[src/rtl/alu_sequencer.sv]
// Multi-cycle sequencer: reads two RAM operands, drives an external registered ALU,
// then writes the result back to RAM. One command in flight at a time.
module alu_sequencer #(
   parameter int unsigned ADDR_W = 8
) (
   input  logic              clk_i,
   input  logic              rst_ni,
   input  logic              cmd_valid_i,
   output logic              cmd_ready_o,
   input  logic [1:0]        cmd_op_i,
   input  logic [ADDR_W-1:0] cmd_src_a_i,
   input  logic [ADDR_W-1:0] cmd_src_b_i,
   input  logic [ADDR_W-1:0] cmd_dst_i,
   output logic [ADDR_W-1:0] mem_addr_o,
   output logic              mem_re_o,
   input  logic [7:0]        mem_rdata_i,
   output logic              mem_we_o,
   output logic [7:0]        mem_wdata_o,
   output logic [7:0]        alu_a_o,
   output logic [7:0]        alu_b_o,
   output logic [1:0]        alu_opcode_o,
   input  logic [7:0]        alu_result_i,
   output logic              done_o,
   output logic [7:0]        done_result_o,
   output logic [7:0]        op_count_o
);

   typedef enum logic [2:0] {StIdle, StRdA, StRdB, StLoad, StExec, StWb} state_e;

   state_e              state_q, state_d;
   logic [1:0]          op_q;
   logic [ADDR_W-1:0]   src_a_q, src_b_q, dst_q;
   logic [7:0]          opa_q;
   logic [7:0]          alu_a_q, alu_b_q;
   logic [1:0]          alu_op_q;
   logic [7:0]          done_result_q;
   logic [7:0]          op_count_q;
   logic                accept;

   assign accept = cmd_valid_i && (state_q == StIdle);

   always_comb begin
      state_d     = state_q;
      cmd_ready_o = 1'b0;
      mem_re_o    = 1'b0;
      mem_we_o    = 1'b0;
      mem_addr_o  = '0;
      mem_wdata_o = 8'h00;
      done_o      = 1'b0;
      unique case (state_q)
         StIdle: begin
            cmd_ready_o = 1'b1;
            if (cmd_valid_i) state_d = StRdA;
         end
         StRdA: begin
            mem_re_o   = 1'b1;
            mem_addr_o = src_a_q;
            state_d    = StRdB;
         end
         StRdB: begin
            mem_re_o   = 1'b1;
            mem_addr_o = src_b_q;
            state_d    = StLoad;
         end
         StLoad: state_d = StExec;
         StExec: state_d = StWb;
         StWb: begin
            mem_we_o    = 1'b1;
            mem_addr_o  = dst_q;
            mem_wdata_o = alu_result_i;
            done_o      = 1'b1;
            state_d     = StIdle;
         end
         default: state_d = StIdle;
      endcase
   end

   always_ff @(posedge clk_i or negedge rst_ni) begin
      if (!rst_ni) begin
         state_q       <= StIdle;
         op_q          <= 2'b00;
         src_a_q       <= '0;
         src_b_q       <= '0;
         dst_q         <= '0;
         opa_q         <= 8'h00;
         alu_a_q       <= 8'h00;
         alu_b_q       <= 8'h00;
         alu_op_q      <= 2'b00;
         done_result_q <= 8'h00;
         op_count_q    <= 8'h00;
      end else begin
         state_q <= state_d;
         if (accept) begin
            op_q    <= cmd_op_i;
            src_a_q <= cmd_src_a_i;
            src_b_q <= cmd_src_b_i;
            dst_q   <= cmd_dst_i;
         end
         if (state_q == StRdB) opa_q <= mem_rdata_i;
         // Operand B lands straight in the ALU register so it is stable throughout EXEC.
         if (state_q == StLoad) begin
            alu_a_q  <= opa_q;
            alu_b_q  <= mem_rdata_i;
            alu_op_q <= op_q;
         end
         if (state_q == StWb) begin
            done_result_q <= alu_result_i;
            op_count_q    <= op_count_q + 8'd1;
         end
      end
   end

   assign alu_a_o       = alu_a_q;
   assign alu_b_o       = alu_b_q;
   assign alu_opcode_o  = alu_op_q;
   assign done_result_o = done_result_q;
   assign op_count_o    = op_count_q;

endmodule

[config.mk]
export PLATFORM = sky130hd
export DESIGN_NAME = alu_sequencer
export DESIGN_NICKNAME = d
export VERILOG_FILES = /design/src/rtl/alu_sequencer.sv
export SDC_FILE = /design/constraint.sdc
export NUM_CORES = 1
export LEC_CHECK = 0
export CORE_MARGIN = 10
export CORE_UTILIZATION = 42
export CTS_CLUSTER_SIZE = 20
export DETAILED_ROUTE_END_ITERATION = 7
export PLACE_DENSITY = 0.79
export SYNTH_ARGS = -nofsm -noshare
export SYNTH_HDL_FRONTEND = slang
export SYNTH_SLANG_ARGS = --single-unit
[constraint.sdc]
create_clock -name clk_i -period 1.5 [get_ports clk_i]
set_clock_uncertainty 0.2 [all_clocks]
set_input_delay 0.225 -clock clk_i [delete_from_list [all_inputs] [get_ports clk_i]]
set_output_delay 0.225 -clock clk_i [all_outputs]
set_load 0.05 [all_outputs]
==> flow_summary.toml, run 1 <==
[status]
status = "complete, but fails checks"
violations = "negative setup slack"

[clock_network]
cts.clk_slew.worst_paths_ns = 0.07
cts_tree = "yes"
clk_latency_ns = 0.34
clockBufferDepth = 2
cts_num_sinks = 71
cts-root-buf = "clkbuf_8"
ctsHtreeMaxLevel = 3
cts_made_buffers = 9

[power_and_ir_drop]
swShare_pct = 39.2
internal_power_uw = 9220
p_comb_share_pct = 64.1
p_per_area_nw_per_um2 = 2640
p_leak_uw = 0.00261
p_clk_share_pct = 10.8
ir_worst_vdd_uv = 1860
power_switching_uw = 5950
seqPwrFrac_pct = 25.1

[timing]
max_freq_ghz = 0.505
drv_slew = 0
rsz0062_at_grt = "yes"
fin_crit_sh_pct = 132
min_period_ns = 1.98
tightest_slew_ns = 0.377
relSlewSlack_pct = 74.8
finalHoldViolations = 0
fin_ws_ns = -0.481
finalSetupViolations = 88

[critical_path]
worstReg2RegStart = "state_q[2]$_DFFE_PN0P_"
critPathLaunch = "state_q[0]$_DFFE_PN0P_"
critical_path.max_stage_delay_ns = 0.47
r2r-end = "src_b_q[5]$_DFFE_PN0P_"
crit_arrival_ns = 1.56
cp-end-kind = "output port"
slowest_stage = "dfrtp_2"
ff2ff_path_depth = 6
endpoint = "mem_addr_o[5]"
critPathKind = "reg -> out"
reg2reg_slack_ns = -0.41
crit_family = "flip-flops"
crit_cells = 5
path_buf_inv = 2
path_cells = "nor3b_4, buf_12, nand2_4, o21ai_4, buf_12"
crit_path_frequent_cell = "buf_12"
required_ns = 1.07
cp_max_fo = 6
cp-start-kind = "flop"

[layout]
area_delta_synth_final_pct = 84.1
layout.cells.non_filler = 448
nets = 390
diodes = 0
num-fill-cells = 402
final_cell_mix = "buf_12 (68), dfrtp_1 (66), mux2_4 (58), clkdlybuf4s50_1 (43), buf_6 (12)"
layout_commonest_cell = "buf_12"
drive_above_1_share_pct = 61.0
finalCoreUtilization_pct = 79.2

[floorplan]
die_area_sq_um = 11300
rows = 31
coreArea_sq_um = 7250
start_util_pct = 43.0
io-pin-count = 99
die_y_um = 106
die_w_um = 106

[yosys]
async_flop_share_pct = 100
yosys_most_used_dff = "dfrtp_1"
syn_inst = 208
synth_edf_count = 0
synth_seq_cells = 71
synth.area.top_cells = "dfrtp_1 (57%), mux2_4 (12%), mux2_2 (9.7%)"
synth_area_per_cell_sq_um = 15.0
yosys.area.top_type_share_pct = 56.9
ys_types = 28
synth.net_count = 254
synth_top_area_cell = "dfrtp_1"
syn-cell-area_sq_um = 3120
yosysSeqAreaShare_pct = 56.9
ys_warn_count = 0

[place]
dp_slack_ns = -0.248
io_buffers = 98
placed_cells = 411
hpwl_mm = 5.77
gp_congestion = 0.734

[global_routing]
grt_max_degree = 72
grt_pass1_vias = 2453
grt.total_usage_pct = 14.7
grt_pass1_wl_mm = 13.4
grt_remaining_overflow = 0
antenna_found_initial = 0

[min_path]
worst_hold_path_type = "in -> async"

[detailed_routing]
first_pass_iters = 4
drt_iter0_drc = 35
wl_per_cell_um = 19.2
wl_mm = 8.62
vias_per_cell = 4.86
route.detailed.drc = 0
vias = 2177
antenna_left = 0

[flow_run]
drv_cap = 0
## what timing repair did
action,4_1_cts,5_1_grt
setup buffers,12,7
setup endpoints to repair,87,88
cloned,2,4
hold buffers,1,0
hold endpoints to repair,71,0
resized for setup,45,22
pin swaps,8,2
## per-layer routing
metal | GRT usage [%] | vias to the layer above | part of all wire, %
li1 | - | 994 | -
met1 | 16.3 | 1106 | 40
met2 | 25.5 | 68 | 52
met3 | 5.86 | 9 | 6.7
met4 | 4.06 | 0 | 1.3
met5 | 0 | - | 0
## how the worst min path moves through the flow
stage	end	depth (start not counted)	slack, ns
after floorplan	alu_a_o[0]$_DFFE_PN0N_	0	-0.27
after global placement	done_result_o[4]$_DFFE_PN0N_	2	0.07
after detailed placement	done_result_o[4]$_DFFE_PN0N_	2	0.09
after CTS	done_result_o[3]$_DFFE_PN0N_	3	0.26
after global routing	done_result_o[3]$_DFFE_PN0N_	3	0.28
final	done_result_o[3]$_DFFE_PN0N_	3	0.24
## cell usage after synthesis (2+ instances only)
cell,n
dfrtp_1,71
mux2_2,27
mux2_4,24
nand2_1,11
mux2_1,10
o21ai_0,9
and2_1,8
mux2i_1,8
xnor2_1,6
buf_2,4
buf_6,4
and3_1,3
buf_12,3
nand4_1,3
a21oi_1,2
buf_4,2
nand2b_1,2
## cell families (layout without fill, tap and decap cells)
logic type | Yosys count | in the layout | synth area share (%)
compound gates | 12 | 12 | 2.00
xor+xnor | 7 | 7 | 1.96
fa+ha+maj | 1 | 1 | 0.401
buf+inv | 14 | 155 | 4.61
flops | 71 | 71 | 56.9
mux | 69 | 69 | 27.5
simple gates | 34 | 34 | 6.65
## worst min-delay path, stage by stage
cell	delay [ns]
dlygate4sd3_1	0.51
buf_2	0.13
buf_12	0.32
## registers in the layout (all words and copies together), names as in the netlist
signal and flops:
alu_b_o 8, dst_q 8, op_count_o 8, opa_q 8
op_q 2, alu_opcode_o 2, state_q 3, done_result_o 8
src_b_q 8, src_a_q 8, alu_a_o 8
## power by group through the flow
| stage | clock network, uW | logic [uW] | registers (uW) |
|---|---|---|---|
| finish | 1630 | 9740 | 3810 |
| global route | 1740 | 10100 | 3930 |
| CTS | 1650 | 9380 | 3780 |
| detailed placement | 0 | 8560 | 3780 |
| global placement | 0 | 8440 | 3710 |
| floorplan | 0 | 3740 | 4750 |
## per-stage QoR
stage | hold slack (ns) | total power, uW | TNS [ns] | instance area, sq um
floorplan | -0.271 | 8490 | -18.81 | 3340
global placement | 0.0709 | 12200 | -11.74 | 5050
detailed placement | 0.0880 | 12300 | -13.82 | 5050
finish | 0.242 | 15200 | -26.66 | 5750
global route | 0.283 | 15800 | -31.05 | 5750
CTS | 0.258 | 14800 | -23.48 | 5590
## layout make-up
class / count / area, sq um / area share (%)
sequential: 71 / 1780 / 31.0
clock inverter: 7 / 87.6 / 1.52
tap: 99 / 124 / 2.16
timing repair buffer: 139 / 2100 / 36.5
multi-input combinational: 123 / 1530 / 26.6
clock buffer: 9 / 124 / 2.16
Power figures use the tool's default switching activity.
==> inputs of run 2 (changes only) <==
--- a/config.mk
+++ b/config.mk
@@ -6,10 +6,11 @@
 export NUM_CORES = 1
 export LEC_CHECK = 0
 export CORE_MARGIN = 10
-export CORE_UTILIZATION = 42
+export CORE_UTILIZATION = 56
 export CTS_CLUSTER_SIZE = 20
 export DETAILED_ROUTE_END_ITERATION = 7
-export PLACE_DENSITY = 0.79
+export DONT_BUFFER_PORTS = 1
+export PLACE_DENSITY = 0.77
 export SYNTH_ARGS = -nofsm -noshare
 export SYNTH_HDL_FRONTEND = slang
 export SYNTH_SLANG_ARGS = --single-unit
==> flow_summary.toml, run 2 (same netlist as run 1, synthesis figures left out) <==
[floorplan]
die_w_um = 94.7
start_util_pct = 57.0
rows = 27
coreArea_sq_um = 5470
die_y_um = 94.7
die_area_sq_um = 8960
io-pin-count = 99

[detailed_routing]
drt_iter0_drc = 92
wl_mm = 12.5
antenna_left = 0
vias = 2385
route.detailed.drc = 0
wl_per_cell_um = 30.4
first_pass_iters = 4
vias_per_cell = 5.82

[layout]
regArea_sq_um = 1790
multi_input_area_sq_um = 1500
finalCoreUtilization_pct = 92.5
design_area_sq_um = 5060
drive_above_1_share_pct = 61.1
final_cell_mix = "dfrtp_1 (64), mux2_4 (49), dlygate4sd3_1 (43), buf_4 (42), buf_6 (18)"
area_delta_synth_final_pct = 62.1
layout_commonest_cell = "dfrtp_1"
num-fill-cells = 167
nets = 378

[global_routing]
grt_max_degree = 72
grt_pass1_wl_mm = 14.6
grt_remaining_overflow = 0
antenna_found_initial = 1
grt_pass1_vias = 2502
grt.total_usage_pct = 21.7

[timing]
max_freq_ghz = 0.474
finalSetupViolations = 89
finalHoldViolations = 71
tightest_slew_ns = 0.519
relSlewSlack_pct = 65.4
fin_crit_sh_pct = 141
rsz0062_at_grt = "yes"
min_period_ns = 2.11
whs_ns = -0.649
fin_ws_ns = -0.608
tns_ns = -37.18
drv_slew = 0

[critical_path]
endpoint = "mem_addr_o[1]"
cp_max_fo = 8
critical_path.max_stage_delay_ns = 0.47
ff2ff_path_depth = 7
slowest_stage = "dfrtp_2"
required_ns = 1.07
cp-start-kind = "flop"
reg2reg_slack_ns = -0.55
path_cells = "nor3b_4, buf_12, nand2_2, o21ai_2, buf_12"
path_buf_inv = 2
worstReg2RegStart = "state_q[0]$_DFFE_PN0P_"
critPathKind = "reg -> out"
crit_family = "flip-flops"
r2r-end = "dst_q[2]$_DFFE_PN0P_"
cp-end-kind = "output port"
critPathLaunch = "state_q[2]$_DFFE_PN0P_"
crit_path_frequent_cell = "buf_12"
crit_cells = 5
crit_arrival_ns = 1.68

[place]
gp_congestion = 0.790
dp_slack_ns = -0.267
io_buffers = 0
dpl-instance-area_sq_um = 3840
hpwl_mm = 5.28

[status]
violations = "negative hold slack, negative setup slack"
status = "complete, but fails checks"

[min_path]
worst_hold_path_type = "in -> async"

[clock_network]
clk_latency_ns = 0.36
clockBufferDepth = 2
cts_num_sinks = 71
cts_made_buffers = 9
cts_tree = "yes"
ctsHtreeMaxLevel = 3
postCtsHoldBufs = 43
cts.clk_slew.worst_paths_ns = 0.09
cts-root-buf = "clkbuf_8"

[power_and_ir_drop]
p_leak_uw = 0.00239
p_per_area_nw_per_um2 = 2820
ir_worst_vdd_uv = 2090

[flow_run]
drv_cap = 0
==> run 2: changes by cell type in the layout (fill, tap and decap cells not counted), sizes merged <==
cell / previous run / this run
clkdlybuf4s50: 43 / 0
dlygate4sd3: 1 / 43
buf: 92 / 83
bufinv: 2 / 1
clkinv: 4 / 3
diode: 0 / 1
==> run 2: final cells by class <==
class	count	share of cell area (%)
sequential	71	35.3
multi-input combinational	123	29.7
timing repair buffer	127	29.1
clock buffer	11	2.99
tap	72	1.78
clock inverter	5	1.11
antenna	1	0.0494
==> run 2: how the worst min path moves through the flow <==
stage	cells after the start	end	slack [ns]	startpoint
2_1_floorplan	0	alu_a_o[0]$_DFFE_PN0N_	-0.27	rst_ni
3_3_place_gp	0	op_count_o[7]$_DFFE_PN0N_	-0.27	rst_ni
3_5_place_dp	0	done_result_o[4]$_DFFE_PN0N_	-0.27	rst_ni
4_1_cts	0	op_count_o[6]$_DFFE_PN0N_	-0.65	rst_ni
5_1_grt	0	op_count_o[5]$_DFFE_PN0N_	-0.66	rst_ni
6_report	0	op_count_o[5]$_DFFE_PN0N_	-0.65	rst_ni
==> run 2: metal layers <==
layer	global-route usage, %	wire [um]	vias to the layer above
met3	7.69	947	35
met5	0	0	-
met1	23.9	4480	1238
met2	38.1	6610	139
met4	7.61	421	0
li1	-	-	973
==> run 2: stage by stage <==
| stage | power (uW) | std cells |
|---|---|---|
| final | 14300 | 410 |
| after global routing | 14600 | 410 |
| after CTS | 13100 | 402 |
| after detailed placement | 10500 | 324 |
| after global placement | 10300 | 324 |
| after floorplan | 8490 | 208 |
==> run 2: where the power goes <==
part	internal [uW]	switching (uW)
registers	2860	917
clock network	857	785
logic	4200	4660
total	7920	6360
==> run 2: repair_timing <==
action | in CTS | in global routing
gates cloned | 7 | 1
gates resized for setup | 36 | 34
pin swaps | 6 | 6
setup endpoints to repair | 87 | 91
setup buffers | 12 | 8
hold endpoints to repair | 122 | 71
==> RTL change 1, RTL diff (config.mk and constraints of run 2) <==
Put one more register stage on the output `op_count_o`, cleared by the reset. The value now appears one clock later. The other outputs are not delayed to match.
--- a/src/rtl/alu_sequencer.sv
+++ b/src/rtl/alu_sequencer.sv
@@ -114,7 +114,13 @@
    assign alu_b_o       = alu_b_q;
    assign alu_opcode_o  = alu_op_q;
    assign done_result_o = done_result_q;
-   assign op_count_o    = op_count_q;
+   always_ff @(posedge clk_i or negedge rst_ni) begin
+      if (!rst_ni) begin
+         op_count_o <= '0;
+      end else begin
+         op_count_o <= op_count_q;
+      end
+   end
 
 endmodule
 
Check against the original RTL: not equivalent (a bounded check fails within 10 cycles, from zero or initial values and one cycle with rst_ni low).
==> RTL change 1 against run 2 <==
  * The run still ends with negative hold slack, negative setup slack left
  * Synthesized area is 6.4% higher
  * Sequential cell count is 8 higher
  * Count of clock-buffer cells in the layout is 1 lower
  * Register-to-register slack better by 0.07 ns
  * Critical path depth is 1 lower
  * Total power is 0.39% lower
  * Design area is 0.22% lower
  * Routed wire length is 11% lower
  * Worst setup slack better by 0.059 ns
  * Critical path type unchanged
  * Critical endpoint is now mem_addr_o[6]
  * Largest cell class unchanged
==> RTL change 1: results (changes against run 2) <==
| Metric | Value |
|---|---|
| Dpl cells | 322 (-0.62%) |
| Cell-internal power | 8.08 mW (+1.9%) |
| DP Wirelength | 5580 µm (+5.5%) |
| Top post-synthesis cells by area | dfrtp_1, mux2_4, mux2_2, mux2_1, mux2i_1 |
| Maximum vdd drop | 2.16 mV (+3.3%) |
| # fillers | 211 (+26%) |
| Vias per inst | 5.79 (-0.47%) |
| Detailed Route WL | 11100 µm (-11%) |
| Final hold slack | -0.648 ns (+0.000205 ns) |
| Post-place setup slack | -0.255 ns (+0.0119 ns) |
| Layout cells sized above 1 | 0.557 (-0.0547) |
| CP Max Fanout | 12 (+4) |
| Failing checks | negative hold slack, negative setup slack |
| Actual slew at the worst max-slew pin | 0.468 ns (-0.0505 ns) |
| Port bufs | 0 (unchanged) |
| Total Routing Usage GR | 0.212 (-0.00502) |
| Vias in the first global route | 2580 (+3.1%) |
| Worst path max stage delay | 0.43 ns (-0.04 ns) |
| Syn Nets | 262 (+3.1%) |
| Final worst slack | -0.549 ns (+0.0594 ns) |
| Main synth FF type | dfrtp_1 |
| Compound-gate portion of the synthesized area | 0.0188 (-0.00121) |
| Post-CTS setup repair buffer count | 16 (+4) |
| Worst setup path startpoint | state_q[2]$_DFFE_PN0P_ |
| DRT iter0 DRCs | 141 (+53%) |
| Post-synth top cells | dfrtp_1, mux2_2, mux2_4 |
| Ant diodes | 0 (-1) |
| Worst-path clk slew | 0.08 ns |
| First-pass GRT wire length | 15800 µm (+8.0%) |
| Asr flop ratio synth | 1.00 (unchanged) |
| Fin nets | 368 (-2.6%) |
| Num CTS Buffers | 9 (unchanged) |
| Antenna violations before repair | 0 (-1) |
| Arr. time, crit path | 1.62 ns (-0.06 ns) |
| Syn avg cell area | 15.4 µm² (+2.5%) |
| Synth cell types | 28 (unchanged) |
| Final Hold Vio Count | 79 (+11%) |
| RePlAce Congestion | 0.768 (-2.8%) |
| Sum Neg Setup Slack | -32.89 ns (+4.29 ns) |
| Post_cts resized | 40 (+11%) |
| XOR/XNOR Fraction of Synth Area | 0.0185 (-0.00118) |
| Synth Area in Adders | 0.00377 (-0.000242) |
| Length of the first detailed-routing pass in iterations | 4 (unchanged) |
| P_leak | 2.36 nW (-1.3%) |
| Final setup vio count | 89 (unchanged) |
| Register-to-Register Path Depth | 6 (-1) |
| Via count | 2310 (-3.1%) |
| Status | finished with violations |
| Mux cell area share after synthesis | 0.258 (-0.0165) |
| Largest net degree at the start of global routing | 80 (+11%) |
| Sequential fraction of the synthesis area | 0.595 (+0.0260) |
| Post-DP Area | 3940 µm² (+2.5%) |
==> RTL change 1: cell types whose count changed after synthesis, sizes merged <==
| cell | change |
|---|---|
| dfrtp | +8 |
==> RTL change 1: final timing paths <==
kind	end	slack [ns]
setup / recovery	mem_addr_o[6]	-0.55
hold / removal	op_count_q[0]$_DFFE_PN0N_	-0.65
setup reg to reg	dst_q[3]$_DFFE_PN0P_	-0.48
hold reg to reg	op_count_o[7]$_DFF_PN0_	0.22
max in group asynchronous	state_q[0]$_DFFE_PN0P_	1.61
min in group clk_i	op_q[1]$_DFFE_PN0P_	0.19
==> RTL change 1: power by group through the flow <==
stage          clock network [mW]  registers, mW  logic (mW)
2_1_floorplan                   0           5.01        3.74
3_3_place_gp                    0           3.87        6.45
3_5_place_dp                    0           3.98        6.64
4_1_cts                      1.90           3.94        7.82
5_1_grt                      2.00           4.20        8.41
6_report                     1.93           4.13        8.16
==> RTL change 1: area by class of cell <==
type                    count  area (µm²)  share of cell area
well taps                  72        90.1              0.0178
multi-input cells         123        1510               0.299
clock buffers              10         128              0.0253
flip-flops and latches     79        1980               0.392
repair buffers            109        1230               0.245
clock inverters             6         109              0.0216
==> RTL change 1: logic make-up (layout without fill, tap and decap cells) <==
logic type / after synthesis / after routing
flip-flops: 79 / 79
multiplexers: 69 / 69
AND/OR/NAND/NOR: 34 / 34
buffers and inverters: 14 / 125
AO/OA/AOI/OAI: 12 / 12
XOR/XNOR: 7 / 7
adder cells (fa/ha/maj): 1 / 1
==> RTL change 1: layer usage <==
layer	GRT usage	part of all wire	wire length (µm)	vias up
li1	-	-	-	957
met1	0.239	0.38	4180	1222
met2	0.370	0.53	5870	109
met3	0.0617	0.067	747	22
met4	0.0789	0.026	285	0
met5	0	0	0	-
==> RTL change 2, RTL diff (config.mk and constraints of run 2) <==
Without the edit above. The parameter `ADDR_W` goes from 8 to 9.
--- a/src/rtl/alu_sequencer.sv
+++ b/src/rtl/alu_sequencer.sv
@@ -1,7 +1,7 @@
 // Multi-cycle sequencer: reads two RAM operands, drives an external registered ALU,
 // then writes the result back to RAM. One command in flight at a time.
 module alu_sequencer #(
-   parameter int unsigned ADDR_W = 8
+   parameter int unsigned ADDR_W = 9
 ) (
    input  logic              clk_i,
    input  logic              rst_ni,
Ports: changed (resized cmd_dst_i, cmd_src_a_i, cmd_src_b_i and mem_addr_o); port bits go from 99 to 103. No check against the original RTL was run, so the function may have changed too.
==> RTL change 2 against run 2 <==
  * The flow still finishes with violations (negative hold slack, negative setup slack)
  * Sequential share of layout area rose by 2.0 points
  * Routed wire length fell by 15%
  * Final cell count rose by 1.5%
  * Synthesized area rose by 1.8%
  * Count of clock-buffer cells in the layout fell by 1
  * Synthesized cell count rose by 4.8%
  * Sequential cell count rose by 3
  * Worst setup slack improved by 0.032 ns
  * Total power fell by 3.7%
  * Design area fell by 1.5%
  * Largest cell class unchanged
==> RTL change 2: results (changes against run 2) <==
| Metric | Value |
|---|---|
| Final Hold Vio Count | 74 (+4.2%) |
| Failing checks | negative hold slack, negative setup slack |
| Cts hold-fix bufs | 46 (+7.0%) |
| CP Max Fanout | 15 (+7) |
| Multi-input combinational area share | 0.291 (-0.00568) |
| Metal2 WL | 5440 µm (-18%) |
| Total Routing Usage GR | 0.218 (+0.000265) |
| DRT iter0 DRCs | 88 (-4.3%) |
| Post-synth top cells | dfrtp_1, mux2_2, mux2_4, nand2_1, o21ai_0 |
| Post-DR wirelength/cell | 25.4 µm (-16%) |
| Clock-cell share | 0.0464 (+0.00541) |
| Full die area | 9090 µm² (+1.5%) |
| Via count | 2359 (-1.1%) |
| RePlAce Congestion | 0.824 (+4.3%) |
| M1 wire length | 3750 µm (-16%) |
| Final setup vio count | 93 (+4.5%) |
| Post-DP Area | 3920 µm² (+1.9%) |
| Status | finished with violations |
| Fin nets | 389 (+2.9%) |
| Final worst slack | -0.576 ns (+0.0323 ns) |
| Vias in the first global route | 2572 (+2.8%) |
| Antenna violations before repair | 0 (-1) |
| Skew-Pair Late Insertion Delay | 0.34 ns (-0.02 ns) |
| DP Wirelength | 5670 µm (+7.2%) |
| Length of the first detailed-routing pass in iterations | 6 (+2) |
| Final hold slack | -0.636 ns (+0.0128 ns) |
| Max_slew headroom | 0.662 (+0.00748) |
[RTL change 2: critical path: stages (launching register included)]
cell and delay [ns]:
dfrtp_2 0.51, and3b_2 0.32, buf_12 0.18, nand2_2 0.08
o21ai_4 0.07, buf_12 0.15
[RTL change 2: logic make-up (layout without fill, tap and decap cells)]
logic type / Yosys count / after routing / share of synthesized area
DFF: 74 / 74 / 0.582
muxes: 64 / 64 / 0.238
and+or+nand+nor: 34 / 36 / 0.0665
AOI/OAI and AO/OA: 22 / 22 / 0.0457
buffers and inverters: 16 / 140 / 0.0437
xor gates and xnor gates: 7 / 7 / 0.0193
adders and majority gates: 1 / 1 / 0.00393
[RTL change 2: stage by stage]
step                setup slack (ns)  std cells
floorplan                     -0.596        218
global placement              -0.272        335
detailed placement            -0.349        335
CTS                           -0.506        407
global route                  -0.599        416
finish                        -0.576        416
